--- src/rtl/raw_pattern_gen.sv ---
// Synthetic RGGB raw video source (vsync/hsync/den + 8-bit pixel) with frame-accurate start/stop.
// Latency: every output is registered and reflects the raster counter state one cycle earlier.
// Backpressure: none; free-running at pixel rate, enable is honoured only at frame boundaries.
module raw_pattern_gen #(
   parameter int SOURCE_H = 1024,
   parameter int SOURCE_V = 1024,
   parameter int H_BLANK  = 64,
   parameter int V_BLANK  = 16
) (
   input  logic       clk,
   input  logic       reset_n,
   input  logic       enable,
   input  logic [1:0] pattern_sel,
   output logic       out_vsync,
   output logic       out_hsync,
   output logic       out_den,
   output logic [7:0] out_data,
   output logic       frame_done
);

   localparam logic [15:0] H_LAST   = 16'(SOURCE_H + H_BLANK - 1);
   localparam logic [15:0] V_LAST   = 16'(SOURCE_V + V_BLANK - 1);
   localparam logic [15:0] H_BL     = 16'(H_BLANK);
   localparam logic [15:0] H_BL_M1  = 16'(H_BLANK - 1);
   localparam logic [15:0] V_BL     = 16'(V_BLANK);
   localparam logic [15:0] BAR_LAST = 16'(SOURCE_H / 8 - 1);

   typedef enum logic {IDLE, RUN} state_t;

   state_t      state_q;
   logic [15:0] h_cnt_q;
   logic [15:0] v_cnt_q;
   logic [7:0]  frame_cnt_q;
   logic [1:0]  pat_q;
   logic [15:0] bar_pix_q;
   logic [2:0]  bar_idx_q;

   logic        run;
   logic        wrap;
   logic [7:0]  x_lo;
   logic [4:0]  y_lo;
   logic        y_odd;
   logic        y_b4;
   logic        bar_ch;
   logic [7:0]  pix;
   logic        vsync_d;
   logic        hsync_d;
   logic        den_d;
   logic [7:0]  data_d;
   logic        frame_done_d;

   assign run  = (state_q == RUN);
   assign wrap = run && (h_cnt_q == H_LAST) && (v_cnt_q == V_LAST);

   // FSM and raster counters; the pattern is latched only at frame start so mid-frame changes are ignored
   always_ff @(posedge clk or negedge reset_n) begin
      if (!reset_n) begin
         state_q     <= IDLE;
         h_cnt_q     <= '0;
         v_cnt_q     <= '0;
         frame_cnt_q <= '0;
         pat_q       <= '0;
      end else begin
         case (state_q)
            IDLE: begin
               h_cnt_q <= '0;
               v_cnt_q <= '0;
               if (enable) begin
                  state_q <= RUN;
                  pat_q   <= pattern_sel;
               end
            end
            RUN: begin
               if (wrap) begin
                  h_cnt_q     <= '0;
                  v_cnt_q     <= '0;
                  frame_cnt_q <= frame_cnt_q + 8'd1;
                  if (enable) pat_q <= pattern_sel;
                  else        state_q <= IDLE;
               end else if (h_cnt_q == H_LAST) begin
                  h_cnt_q <= '0;
                  v_cnt_q <= v_cnt_q + 16'd1;
               end else begin
                  h_cnt_q <= h_cnt_q + 16'd1;
               end
            end
            default: state_q <= IDLE;
         endcase
      end
   end

   // Bar position tracks the current h_cnt; cleared on the cycle before x=0 so no divider is needed
   always_ff @(posedge clk or negedge reset_n) begin
      if (!reset_n) begin
         bar_pix_q <= '0;
         bar_idx_q <= '0;
      end else if (!run || h_cnt_q == H_BL_M1) begin
         bar_pix_q <= '0;
         bar_idx_q <= '0;
      end else if (h_cnt_q >= H_BL) begin
         if (bar_pix_q == BAR_LAST) begin
            bar_pix_q <= '0;
            bar_idx_q <= bar_idx_q + 3'd1;
         end else begin
            bar_pix_q <= bar_pix_q + 16'd1;
         end
      end
   end

   // Sync decode and pixel generation from the current counter state
   always_comb begin
      x_lo   = h_cnt_q[7:0] - H_BL[7:0];
      y_lo   = v_cnt_q[4:0] - V_BL[4:0];
      y_odd  = |(y_lo & 5'b00001);
      y_b4   = |(y_lo & 5'b10000);
      // Bar colours: R off for cyan/green/blue/black, G off for the last four, B off for odd bars
      if (!y_odd && !x_lo[0])     bar_ch = ~bar_idx_q[1];
      else if (y_odd && x_lo[0])  bar_ch = ~bar_idx_q[0];
      else                        bar_ch = ~bar_idx_q[2];
      case (pat_q)
         2'd0:    pix = 8'h80;
         2'd1:    pix = {8{bar_ch}};
         2'd2:    pix = x_lo + frame_cnt_q;
         default: pix = {8{x_lo[4] ^ y_b4}};
      endcase
      vsync_d      = run && (v_cnt_q < 16'd2);
      hsync_d      = run && (h_cnt_q < 16'd8);
      den_d        = run && (v_cnt_q >= V_BL) && (h_cnt_q >= H_BL);
      data_d       = den_d ? pix : 8'h00;
      frame_done_d = wrap;
   end

   // Output registers; async reset clears them immediately so an aborted frame leaves no trace
   always_ff @(posedge clk or negedge reset_n) begin
      if (!reset_n) begin
         out_vsync  <= 1'b0;
         out_hsync  <= 1'b0;
         out_den    <= 1'b0;
         out_data   <= 8'h00;
         frame_done <= 1'b0;
      end else begin
         out_vsync  <= vsync_d;
         out_hsync  <= hsync_d;
         out_den    <= den_d;
         out_data   <= data_d;
         frame_done <= frame_done_d;
      end
   end

endmodule

--- config.mk ---
export PLATFORM = sky130hd
export DESIGN_NAME = raw_pattern_gen
export DESIGN_NICKNAME = d
export VERILOG_FILES = /design/src/rtl/raw_pattern_gen.sv
export SDC_FILE = /design/constraint.sdc
export NUM_CORES = 1
export LEC_CHECK = 0
export ABC_AREA = 1
export BUFFER_PORTS_ARGS = -buffer_cell sky130_fd_sc_hd__buf_4
export CAP_MARGIN = 20
export CORE_UTILIZATION = 53
export DETAILED_ROUTE_END_ITERATION = 12
export PLACE_DENSITY = 0.77
export SLEW_MARGIN = 20
export SYNTH_ARGS = -nofsm -noshare
export SYNTH_HDL_FRONTEND = slang
export SYNTH_SLANG_ARGS = --single-unit
--- constraint.sdc ---
create_clock -name clk -period 1.9 [get_ports clk]
set_input_delay 0.19 -clock clk [delete_from_list [all_inputs] [get_ports clk]]
set_output_delay 0.19 -clock clk [all_outputs]
set_load 0.03 [all_outputs]
; ---- After elaboration in Yosys (flattened, before gate mapping)
; Index checks and enable logic that the tools add are counted.
[classes]
mul = 0
addsub = 8
div_mod_pow = 0
reduce_logical = 17
shift = 0
magnitude_cmp = 4
bitwise = 5
n_mux = 22
eq_ne = 8
[ops]
columns = cell, count
row1 = $mux 16, 7
row2 = $pmux 16 s2, 2
row3 = $add 16x1->16 const B, 3
row4 = $eq 16x11->1 const B, 2
row5 = $pmux 8 s3, 1
row6 = $eq 16x6->1 const B, 1
row7 = $eq 16x7->1 const B, 1
row8 = $ge 16x5->1 const B, 1
row9 = $ge 16x7->1 const B, 1
row10 = $lt 16x2->1 const B, 1
row11 = $lt 16x4->1 const B, 1
row12 = $mux 3, 3
row13 = $add 8x1->8 const B, 1
row14 = $add 8x8->8, 1
row15 = $logic_and 1x1->1, 8
row16 = $mux 8, 1
row17 = $sub 8x7->8 const B, 1
row18 = $sub 5x5->5 const B, 1
row19 = $mux 1, 4
row20 = $mux 2, 2
row21 = $not 1->1, 4
row22 = $pmux 2 s2, 1
row23 = $reduce_and 2->1, 2
row24 = $reduce_bool 2->1, 2
row25 = 10 further kinds, 12
[totals]
latch_bits = 0
regBits = 74
n_memories = 0
mem_bits_rw = 0
wordCells = 76
mem_bits_ro = 0
output_inout_bits = 12

; ---- Logic depth before layout (Yosys ltp)
; Gate-level depths: netlist of the first run.
[logic_depth]
word_depth = 6
depth_mapped = 11
depth_no_buf = 11

; ---- Worst setup path after synthesis of the first run
; Ideal clock, no wire load.
[synth_timing]
kind = register -> register
from = register h_cnt_q[0]
to = register out_data[4]
slack_ns = 0.312
path_stages_with_launch = 8
setup_ns = 0.080
arrival_ns = 1.508
path_cell_list = dfrtp_1 ha_1 fa_1 nand2_1 nand3_1 a21oi_1 o21ai_0 a21oi_1
[synth_via]
elab_chain_cells = 6
word_cells_on_any_way = 12
classes_between = add/sub (2) / order compare (1) / mux (4) / bitwise (1) / reduce/logical (4)
[synth_lines]
columns = item, line_no
row1 = from (decl), 31  ; logic [15:0] h_cnt_q;
row2 = from (signal assigned), 84  ; h_cnt_q <= h_cnt_q + 16'd1;
row3 = branches (longest 5 deep; another with $sub 8x7->8), --
row4 = $mux 8 (*), 129  ; data_d = den_d ? pix : 8'h00;
row5 = via data_d[4], 49  ; logic [7:0] data_d;
row6 = to (signal assigned), 145  ; out_data <= data_d;
row7 = to (decl), 17  ; output logic [7:0] out_data,
; Mark *: on every way through the listed nets, which the timed path passes.
; A chain may end at the register's enable or synchronous reset.

; ---- Final worst setup path of the first run
[layout_timing]
from = register h_cnt_q[6]
to = register bar_pix_q[1]
[layout_via]
elab_chain_cells = 3
word_cells_on_any_way = 5
classes_between = order compare (1) / eq/ne (1) / mux (1) / reduce/logical (2)
[layout_lines]
columns = item, line_no
row1 = branches (longest 3 deep; another with $ge 16x7->1), --
row2 = to (signal assigned), 105  ; bar_pix_q <= bar_pix_q + 16'd1;
row3 = to (decl), 35  ; logic [15:0] bar_pix_q;
; Several ways; the timed one is not identified.

==> run metrics, run 1 <==
Detail Route Antenna Nets 0; Startpoint Class register; starting density of the core between 50 and 60%; cell count of the worst reg-to-reg path 9; share of layout cells above drive strength 1 roughly a tenth; clock skew 0.00837 ns; DPL Wire Length 8190 um; site row count 33; Fin Setup TNS 0 ns; synth unique cells 39; critical path's most frequent cell nand3_1; total global routing overflow 0; IO buf count 16; Register Area 1850 sq um; Adder-Cell Fraction of Synth Area between 4 and 5%; H-tree levels 3; design area 5220 sq um; antenna violations before repair 0; Clk Latency, worst-skew pair around 0.36 ns; post-synthesis register bit count 74; wire length per cell approximately 14 um; flop2flop setup slack between 0.15 and 0.2 ns; clk buf depth 2; die area 9230 sq um; Seq/Total Area, Yosys 39.5%; status finished, final reports clean; final worst path period share 91.9%; Filler Cell Count 718; Worst Hold Class input port to register; largest net degree at the start of global routing 41; Initial DRC Count roughly 270; DP Area roughly 5000 sq um; Post-synth EDFFs 0; Detailed Route WL 11000 um; Horiz. Die Dim 96.1 um; vias post-DR around 4.3k; multi-input logic area approximately 2400 sq um; Fin. Hold Viols 0; CP endpoint kind register; maximum VDD drop just over 0.4 mV; Setup-failing EPs final 0; Synth Flop Type dfrtp_1; core footprint 8380 sq um; highest clock rate 0.573 GHz; CP Cell Sequence inv_1, ha_1, nand3_1, nor2_4, nand2_1, nand2_2, inv_2, nand3_1, o21ai_1; Mapped Area 4690 sq um; Inserted Diodes 0; Total GRT Usage 26.5%; CTS Buf Count 9; kind of critical path register to register; GPL Wtd Cong between 0.9 and 1; hold path depth 3; CTS tree done; DRT Pass-1 Iters 5; Mapped Avg Cell Area 7.29 sq um; crit path buf inv count 2; Layout area overhead 11.1%; Synth Instances about 640; Leak Pwr 2.69 nW; post-synthesis compound-gate area fraction 7.25%; global-route wire length before repair roughly 19000 um; clock slew at reported path FFs 0.08 ns; Mapped Nets about 670; Synth Area in XOR/XNOR 4.29%; mux contribution to synthesized area 0%; max-cap violation count 0; Crit. path cell count 9; critical path data arrival time 2.02 ns; Slowest-stage cell, CP dfrtp_1; CTS Root Buffer Type clkbuf_8; largest family of logic cells by synthesized area simple AND/OR/NAND/NOR gates; PD cells about 580 nW/um^2; Synth async-reset ratio 100%; Final Max Slew Viols 0; Data required, critical path 2.18 ns; TritonCTS Sinks 74; Final Util 62.2%; Yosys warnings 0; CP top delay family simple AND/OR/NAND/NOR gates; slowest stage delay, CP roughly 0.38 ns; Tightest Pin Transition 0.474 ns; Ports 17; drt via density 5.46; fin crit period about 1.7 ns; # nets final 695; Synth Area in Simple Gates around 36%; DR DRC count 0; CP Max Fanout 19; Die H 96.1 um; vias in the first global route 4111; relative slew slack 68.4%
-- Yosys cell counts, drive strengths merged, types with 4 or more instances --
cell | number | area [sq um]
xnor2 | 4 | 35.0
dfrtp | 74 | 1850
nor3 | 12 | 71.3
ha | 15 | 188
o21ai | 38 | 190
nand4 | 30 | 188
buf | 11 | 85.1
xor2 | 19 | 166
nor2 | 83 | 347
inv | 84 | 315
nand3 | 67 | 358
nand2 | 169 | 659
a21oi | 21 | 105
-- per-layer routing --
metal / global-route usage, % / vias up / part of all wire (%)
li1: - / 2157 / -
met1: 33.5 / 1994 / 45
met2: 44.7 / 110 / 49
met3: 3.55 / 21 / 4.2
met4: 12.7 / 0 / 2.2
met5: 0 / - / 0
-- kinds of logic after synthesis --
logic type | count (synthesis)
buf+inv | 96
fa+ha+maj | 16
compound gates | 65
simple gates | 370
xor+xnor | 23
flops | 74
-- where the power goes --
group	internal, W	total (W)	switching (W)
Combinational	0.0000109	0.0000433	0.0000324
Clock	0.000777	0.00141	0.000633
Sequential	0.00157	0.00157	0
Total	0.00236	0.00303	0.000665
-- layout make-up --
type,count,share of cell area [%]
clock inverters,6,1.70
clock buffers,10,2.64
repair buffers,30,4.61
multi-input cells,475,47.0
inverters,84,6.05
flip-flops and latches,74,35.5
well taps,105,2.52
-- state kept, by name (all words and copies together) (netlist names) --
signal and count:
bar_pix_q 16, bar_idx_q 3, frame_cnt_q 8, out_hsync 1
run 1, pat_q 2, out_vsync 1, v_cnt_q 16
frame_done 1, out_data 8, out_den 1, h_cnt_q 16
-- path summary, 6_finish.rpt --
kind	endpoint	from
setup reg to reg	bar_pix_q[1]	h_cnt_q[6]
hold / removal	run	enable
hold reg to reg	h_cnt_q[0]	h_cnt_q[0]
setup / recovery	bar_pix_q[1]	h_cnt_q[6]
max in group asynchronous	v_cnt_q[10]	reset_n
min in group asynchronous	out_vsync	reset_n
-- repair_timing --
item | in CTS | in global routing
resized for setup | 0 | 2
endpoints found under the hold margin | 34 | 0
hold buffers | 1 | 0
endpoints found under the setup margin | 0 | 8
buffers inserted | 0 | 2
-- per-stage QoR --
| step | hold WS (ns) | instances | power [W] | setup slack [ns] |
|---|---|---|---|---|
| global route | 0.0602 | 784 | 0.00312 | -0.00573 |
| detailed placement | 0.183 | 764 | 0.00165 | 0.104 |
| floorplan | -0.106 | 644 | 0.00161 | 0.312 |
| CTS | 0.0336 | 781 | 0.00305 | 0.0900 |
| global placement | 0.181 | 764 | 0.00165 | 0.166 |
| finish | 0.0420 | 784 | 0.00303 | 0.154 |
-- worst reg2reg max path: stages, from the launching register on --
cell and delay [ns]:
dfrtp_1 0.38, inv_1 0.10, ha_1 0.22, nand3_1 0.11, nor2_4 0.05, nand2_1 0.09
nand2_2 0.13, inv_2 0.30, nand3_1 0.12, o21ai_1 0.17
-- cells in the final DEF (no fill, tap or decap), types with 10 or more instances in the layout --
cell type | synthesis | layout
nor3_1 | 11 | 11
a21oi_1 | 21 | 20
inv_1 | 79 | 79
o21ai_0 | 25 | 25
o21ai_1 | 13 | 13
dfrtp_1 | 74 | 74
clkbuf_8 | 0 | 10
xor2_1 | 19 | 19
nand3_1 | 64 | 64
buf_4 | 5 | 28
ha_1 | 15 | 15
nor2_1 | 77 | 77
nand2_1 | 163 | 163
nand4_1 | 30 | 30
(Power assumes the default switching activity.)
==> run 2, diff against run 1 <==
Settings changed: PLACE_DENSITY 0.77 to 0.79.
==> run metrics, run 2 (synthesis results as in run 1) <==
WHS 0.0615 ns (+0.0196 ns); Comb pwr share 1.6% (+0.2 points); maximum VDD drop 0.347 mV (-14%); CTS Root Buffer Type clkbuf_8; IO buf count 16 (unchanged); largest net degree at the start of global routing 44 (+7.3%); die area 9230 sq um (unchanged); Placed Cells incl. Taps 765 (+0.13%); Worst Hold Class input port to register; fin crit period 1.78 ns (+0.0329 ns); DRT Pass-1 Iters 5 (unchanged); final worst path period share 93.6% (+1.7 points); TritonCTS Sinks 74 (unchanged); # nets final 697 (+0.29%); Horiz. Die Dim 96.1 um (unchanged); total global routing overflow 0 (unchanged); most common cell after layout, fill and taps aside nand2_1; Layout area overhead 10.6%; sw power 0.000642 W (-3.5%); antenna violations before repair 0 (unchanged); wire length per cell 14.5 um (+3.2%); met2 wire length 5270 um (-1.6%); clock skew 0.00748 ns (-0.000883 ns); Seq pwr share 55.7% (+3.7 points); GPL Wtd Cong 0.984 (+1.2%); Data required, critical path 2.14 ns (-0.04 ns); Clk Latency, worst-skew pair 0.35 ns (about the same); CTS tree done; share of layout cells above drive strength 1 10.4% (+0.26 points); starting density of the core 56.0% (unchanged); clk buf depth 2 (unchanged); clock slew at reported path FFs 0.08 ns (about the same); RSZ-0062 raised after global routing false; Detail Route Antenna Nets 0 (unchanged); PD cells 544 nW/um^2 (-6.2%); Top Layer Used met4; CP Max Fanout 6 (-13); vias in the first global route 4122 (+0.27%); global-route wire length before repair 19000 um (+2.2%); vias post-DR 4373 (+2.1%); Final Max Slew Viols 0 (unchanged); max-cap violation count 0 (unchanged); CP endpoint kind register; Setup-failing EPs final 0 (unchanged); relative slew slack 70.8% (+2.4 points); Total GRT Usage 27.0% (+0.46 points); Final Power 0.00282 W (-6.7%); Clock Power Share 42.7% (-3.9 points); drt via density 5.56 (+1.9%); highest clock rate 0.562 GHz (-1.8%); Tightest Pin Transition 0.434 ns (-0.0400 ns); Die H 96.1 um (unchanged); critical path data arrival time 2.02 ns (about the same); Fin. Hold Viols 0 (unchanged); met1 WL 5240 um (+6.2%); design area 5190 sq um (-0.53%); DPL Wire Length 8280 um (+1.1%); Int Pwr 0.00218 W (-7.6%); CTS Buf Count 9 (unchanged); commonest cells after routing, fill and taps aside 163 x nand2_1, 77 x nor2_1, 77 x inv_1; biggest regs bar_pix_q: 16 flops, h_cnt_q: 16 flops, v_cnt_q: 16 flops; H-tree levels 3 (unchanged); status finished, final reports clean; DR DRC count 0 (unchanged); Leak Pwr 2.69 nW (about the same); site row count 33 (unchanged); kind of critical path register to register; Initial DRC Count 287 (+4.7%); met3 wire length 594 um (+29%); Startpoint Class register; Inserted Diodes 0 (unchanged); DP Area 4960 sq um (+0.15%); Fin Setup TNS 0 ns (unchanged); core footprint 8380 sq um (unchanged); switching part of the total 22.7% (+0.75 points); Ports 17 (unchanged); Detailed Route WL 11400 um (+3.5%); non-filler cells, final 786 (+0.26%)
==> run 2: path summary, 6_finish.rpt <==
path,slack (ns),start,end,cells after the start
max in group asynchronous,1.01,reset_n,frame_cnt_q[6],3
min in group asynchronous,0.32,reset_n,bar_pix_q[13],2
setup / recovery,0.12,h_cnt_q[6],frame_cnt_q[7],9
hold reg to reg,0.50,h_cnt_q[0],h_cnt_q[0],1
hold / removal,0.06,enable,run,3
setup reg to reg,0.12,h_cnt_q[6],frame_cnt_q[7],9
==> run 2: metal layers <==
metal	GRT usage, %	vias to the layer above
met4	10.9	0
met1	36.5	2044
met5	0	-
li1	-	2160
met3	4.42	27
met2	43.0	142
==> run 2: area by class of cell <==
cell class              instances  area, sq um
clock buffers                  10          128
clock inverters                 6         57.6
fillers                       738         3190
inverters                      84          318
multi-input cells             475         2450
flip-flops and latches         74         1850
well taps                     105          131
repair buffers                 32          255
==> run 2: repair_timing <==
action	4_1_cts	5_1_grt
resized for setup	0	5
gates cloned	1	0
hold endpoints to repair	31	0
setup endpoints to repair	3	23
hold buffers	1	0
pin swaps	1	1
buffers inserted	0	3
==> run 2: power groups by stage <==
stage | sequential [W] | clock, W | combinational (W)
4_1_cts | 0.00157 | 0.00122 | 0.0000472
5_1_grt | 0.00157 | 0.00129 | 0.0000528
3_3_place_gp | 0.00160 | 0 | 0.0000442
6_report | 0.00157 | 0.00121 | 0.0000441
3_5_place_dp | 0.00160 | 0 | 0.0000455
2_1_floorplan | 0.00161 | 0 | 0.000000401
==> run 2: per-stage QoR <==
stage                     utilization, %  setup WS, ns
after floorplan                        -         0.312
after global placement              59.1         0.114
after detailed placement            59.1        0.0174
after CTS                           61.5       0.00562
after global routing                61.9       0.00250
final                               61.9         0.121
==> run 2: worst max-delay path, cell delays in order (launching register included) <==
cell	delay [ns]
dfrtp_1	0.42
inv_2	0.13
ha_1	0.19
nand3_1	0.12
nor2_4	0.15
nand3_4	0.13
nor2_4	0.20
inv_2	0.08
o21ai_0	0.17
nand2_1	0.08
